===== config.mk =====
export PLATFORM = sky130hd
export DESIGN_NAME = shift_seq_ctrl
export DESIGN_NICKNAME = d
export VERILOG_FILES = /design/src/rtl/shift_seq_ctrl_pkg.sv /design/src/rtl/shift_seq_ctrl_shift_bank.sv /design/src/rtl/shift_seq_ctrl.sv
export SDC_FILE = /design/constraint.sdc
export NUM_CORES = 1
export LEC_CHECK = 0
export CAP_MARGIN = 10
export CORE_AREA = 10 10 52 54
export CTS_CLUSTER_SIZE = 12
export DETAILED_ROUTE_END_ITERATION = 10
export DIE_AREA = 0 0 62 64
export PLACE_DENSITY = 0.78
export SYNTH_ARGS = -nofsm -noshare
export SYNTH_HDL_FRONTEND = slang
export SYNTH_SLANG_ARGS = --single-unit

===== constraint.sdc =====
create_clock -name clk -period 4.9 [get_ports clk]
set_clock_uncertainty 0.2 [all_clocks]
set_input_delay 1.47 -clock clk [delete_from_list [all_inputs] [get_ports clk]]
set_output_delay 1.47 -clock clk [all_outputs]
set_load 0.02 [all_outputs]

===== src/rtl/shift_seq_ctrl_pkg.sv =====
// Shared encodings for the serialising shift sequencer: FSM states and
// the bit-order flag captured with each word.
package shift_seq_ctrl_pkg;

  typedef enum logic [1:0] {
    IDLE  = 2'd0,
    SHIFT = 2'd1,
    LAST  = 2'd2
  } state_e;

  localparam logic ORDER_LSB = 1'b0;
  localparam logic ORDER_MSB = 1'b1;

  localparam int DEFAULT_WIDTH = 8;

  // Serial tap for a given bank word and bit order.
  function automatic logic order_tap(input logic dir, input logic lsb_bit,
                                     input logic msb_bit);
    return (dir == ORDER_MSB) ? msb_bit : lsb_bit;
  endfunction

endpackage


===== src/rtl/shift_seq_ctrl_shift_bank.sv =====
// WIDTH-bit flip-flop shift bank: parallel load, zero-filling shift toward the
// end selected by dir, and a serial tap on that same end.
module sync_dff_shift_bank
  import shift_seq_ctrl_pkg::*;
#(
  parameter int WIDTH = DEFAULT_WIDTH
) (
  input  logic             clk,
  input  logic             rst,
  input  logic             load,
  input  logic             shift,
  input  logic             dir,
  input  logic [WIDTH-1:0] din,
  output logic             tap
);

  logic [WIDTH-1:0] r_bank;

  // Load has priority; the controller never asserts both in one cycle.
  always_ff @(posedge clk) begin
    if (rst) begin
      r_bank <= '0;
    end else if (load) begin
      r_bank <= din;
    end else if (shift) begin
      if (dir == ORDER_MSB) begin
        r_bank <= {r_bank[WIDTH-2:0], 1'b0};
      end else begin
        r_bank <= {1'b0, r_bank[WIDTH-1:1]};
      end
    end
  end

  assign tap = order_tap(dir, r_bank[0], r_bank[WIDTH-1]);

endmodule


===== src/rtl/shift_seq_ctrl.sv =====
// Parallel-to-serial sequencer: accepts a word over valid/ready, then emits
// one bit per shift_en tick with a qualifying strobe and a done pulse.
module shift_seq_ctrl
  import shift_seq_ctrl_pkg::*;
#(
  parameter int WIDTH = DEFAULT_WIDTH
) (
  input  logic             clk,
  input  logic             rst,
  input  logic             in_valid,
  output logic             in_ready,
  input  logic [WIDTH-1:0] in_data,
  input  logic             msb_first,
  input  logic             shift_en,
  input  logic             abort,
  output logic             sout,
  output logic             sout_valid,
  output logic             busy,
  output logic             done,
  output logic [1:0]       dbg_state
);

  localparam int CNT_W = $clog2(WIDTH);
  localparam logic [CNT_W-1:0] LAST_CNT = CNT_W'(WIDTH - 1);

  state_e           r_state;
  logic             r_order;
  logic [CNT_W-1:0] r_count;
  logic             r_sout;
  logic             r_sout_valid;

  logic w_accept;
  logic w_shift;
  logic w_tap;

  // Valid/ready: a word transfers in any cycle where in_valid and in_ready
  // are both high; in_ready is high only in IDLE outside reset, and words
  // offered while busy are simply not taken (no buffering).
  assign in_ready = (r_state == IDLE) & ~rst;
  assign w_accept = in_valid & in_ready;
  assign w_shift  = (r_state == SHIFT) & shift_en & ~abort;

  sync_dff_shift_bank #(
    .WIDTH(WIDTH)
  ) u_bank (
    .clk  (clk),
    .rst  (rst),
    .load (w_accept),
    .shift(w_shift),
    .dir  (r_order),
    .din  (in_data),
    .tap  (w_tap)
  );

  always_ff @(posedge clk) begin
    if (rst) begin
      r_state      <= IDLE;
      r_order      <= ORDER_LSB;
      r_count      <= '0;
      r_sout       <= 1'b0;
      r_sout_valid <= 1'b0;
    end else begin
      case (r_state)
        IDLE: begin
          r_sout_valid <= 1'b0;
          if (w_accept) begin
            r_order <= msb_first;
            r_count <= '0;
            r_state <= SHIFT;
          end
        end
        SHIFT: begin
          // Abort beats a coincident final tick: no LAST, no done.
          if (abort) begin
            r_state      <= IDLE;
            r_count      <= '0;
            r_sout_valid <= 1'b0;
          end else if (shift_en) begin
            r_sout       <= w_tap;
            r_sout_valid <= 1'b1;
            r_count      <= r_count + CNT_W'(1);
            if (r_count == LAST_CNT) begin
              r_state <= LAST;
            end
          end else begin
            r_sout_valid <= 1'b0;
          end
        end
        LAST: begin
          r_sout_valid <= 1'b0;
          r_count      <= '0;
          r_state      <= IDLE;
        end
        default: begin
          r_sout_valid <= 1'b0;
          r_count      <= '0;
          r_state      <= IDLE;
        end
      endcase
    end
  end

  assign sout       = r_sout;
  assign sout_valid = r_sout_valid;
  assign busy       = (r_state != IDLE);
  assign done       = (r_state == LAST);
  assign dbg_state  = r_state;

endmodule


==> reports/results.tsv <==
metric	value	unit
status	finished, final reports clean	
timing.fmax	228.2	MHz
postCtsSetupRepairBufs	0	
ys_types	30	
combinationalPowerShare	15.9	%
layout_common_cells	clkdlybuf4s50_1, dfxtp_1, nand2_1	
synth_top_cell_area_share	38.79	%
p_leak	0.0003914	uW
synth_cells	81	
hold_violations	0	
synth_area_leaders	dfxtp_1, mux2i_1, mux2_2	
min_path_type	reg2reg	
switching_share	24.07	%
drc	0	
fp.dieW	62	um
r2r_cells	3	
synth.cell_area	825.8	um2
fin_ws	517.6	ps
setup_violations	0	
p_clk_share	31.9	%
grt_pass1_vias	619	
ys_ff_latch	16	
seqPwrFrac	52.2	%
layout_commonest_cell	clkdlybuf4s50_1	
routed_wl	1675	um
ir_drop	150.5	uV
cts_resized	0	
drv_slew	0	
worstSkewPairLatency	290	ps
port_buffers	20	
ys_warn_count	0	
gp_congestion	0.6966	
antenna_cells	0	
area_growth	28.18	%
fill_cells	140	
cts_sinks	16	
row_count	15	
layout.nets	117	
cts_made_buffers	3	
dr.first_iter.drc_count	12	
antenna_left	0	
drt-wirelength-per-cell	13.40	um
r2r_end	u_bank.r_bank[0]	
avgSynthCellArea	10.19	um2
rsz0062_at_grt	no	
grt_pass1_wl	2842	um
tightest_slew	502.5	ps
maxCapViolCount	0	
grt_max_degree	13	
period_minus_slack	4382	ps
core_area	0.001708	mm2
finalSetupTns	0	ps
slew_headroom	66.36	%
clkTransAtPathRegs	90	ps
drtPass1Iterations	2	
crit_path_end_kind	output port	
rr_startpoint	dbg_state[0]	
cp-endpoint	in_ready	
die_area	0.003968	mm2
vias	621	
start_util	48.35	%
p_int	208.2	uW
grt.overflow.total	0	
ys_seq_area_share	38.79	%
fin_crit_sh	89.44	%
cts_hold_buffers	0	
p_per_area	259.1	mW/mm2
yosys.area.top_type	dfxtp_1	
ios	21	
die_height	64	um
cts_root_buf	clkbuf_4	
dp_slack	511.9	ps
antenna_found_initial	0	
cts_buffer_depth	2	
place.detailed.hpwl	1282	um
cp_max_fo	2	
ff2ff_setup_slack	3130	ps
start_kind	input pin	
p_sw	66.01	uW
worst_ep_required_time	3230	ps
via_per_inst	4.968	
syn_nets	97	
crit_start	rst	
drive_above_1_share	18.00	%
grt.total_usage	9.311	%
critPathKind	in2out	
cts_tree	done	
cp.arrival	2710	ps
htree_levels	1	
[how the worst min path moves through the flow]
stage	start	endpoint	slack [ps]	cells past startpoint
after global routing	r_count[1]	r_count[1]	340	1
after detailed placement	r_count[1]	r_count[1]	270	1
after floorplan	r_count[1]	r_count[1]	250	1
final	r_count[1]	r_count[1]	290	1
after global placement	r_count[2]	r_count[2]	270	1
after CTS	r_count[1]	r_count[1]	290	1
[registers in the layout, summed over array words and instances (netlist names)]
signal         cells
u_bank.r_bank      8
r_count            3
dbg_state          2
r_order            1
sout               1
sout_valid         1
[cell usage after synthesis]
cell      number
buf_2          1
ha_1           2
mux2_2         7
and2_1         1
nor4b_4        1
buf_4          1
dfxtp_1       16
nand3_1        1
buf_6          2
mux2i_1        8
and4bb_2       1
nand3b_1       1
a311oi_2       1
a22o_1         2
nor3b_1        1
o21a_1         1
nor3_1         2
nor2b_1        1
a21oi_1        3
nand2_1        9
or2_2          1
nor2_1         4
and4b_1        1
a32oi_1        1
or4b_4         1
clkbuf_1       2
o21ai_0        6
or4bb_1        1
nand2b_2       1
a211oi_1       1
[cells by family after synthesis]
kind of cell,after synthesis,share of synthesized area (%)
simple gates,27,21.52
flops,16,38.79
compound gates,15,12.27
mux,15,19.24
buf+inv,6,5.151
fa+ha+maj,2,3.030
[through the flow]
step                      std cells  power (uW)  util [%]  area, um2  hold slack, ps
after detailed placement        121       190.0     59.85       1022           265.6
final                           125       274.2     61.98       1059           287.2
after CTS                       125       280.5     61.98       1059           292.9
after floorplan                  81       171.1         -      825.8           246.2
after global placement          121       188.9     59.85       1022           265.2
after global routing            125       289.8     61.98       1059           341.2
[power by group through the flow]
stage / combinational (uW) / clock [uW] / sequential (uW)
detailed placement: 43.9 / 0 / 146
finish: 43.6 / 87.5 / 143
floorplan: 27.4 / 0 / 144
global route: 47.8 / 97.5 / 145
CTS: 44.1 / 93.2 / 143
global placement: 43.1 / 0 / 146
[worst max-delay path, stage by stage]
cell	delay (ps)
clkdlybuf4s50_1	430
nor3_1	170
clkdlybuf4s50_1	640
[per-layer routing]
metal	up-vias	track usage (%)	wire length, um
met5	-	0	0
met1	275	11.30	736
met3	4	3.557	137
met4	0	5.866	33
met2	13	13.21	768
li1	329	-	-
[area by class of cell]
class	count	area, um2	share of cell area [%]
multi-input combinational	59	462.9	43.74
timing repair buffer	21	207.7	19.62
clock buffer	4	36.28	3.428
sequential	16	320.3	30.26
tap	25	31.28	2.955
(Power assumes the default switching activity.)
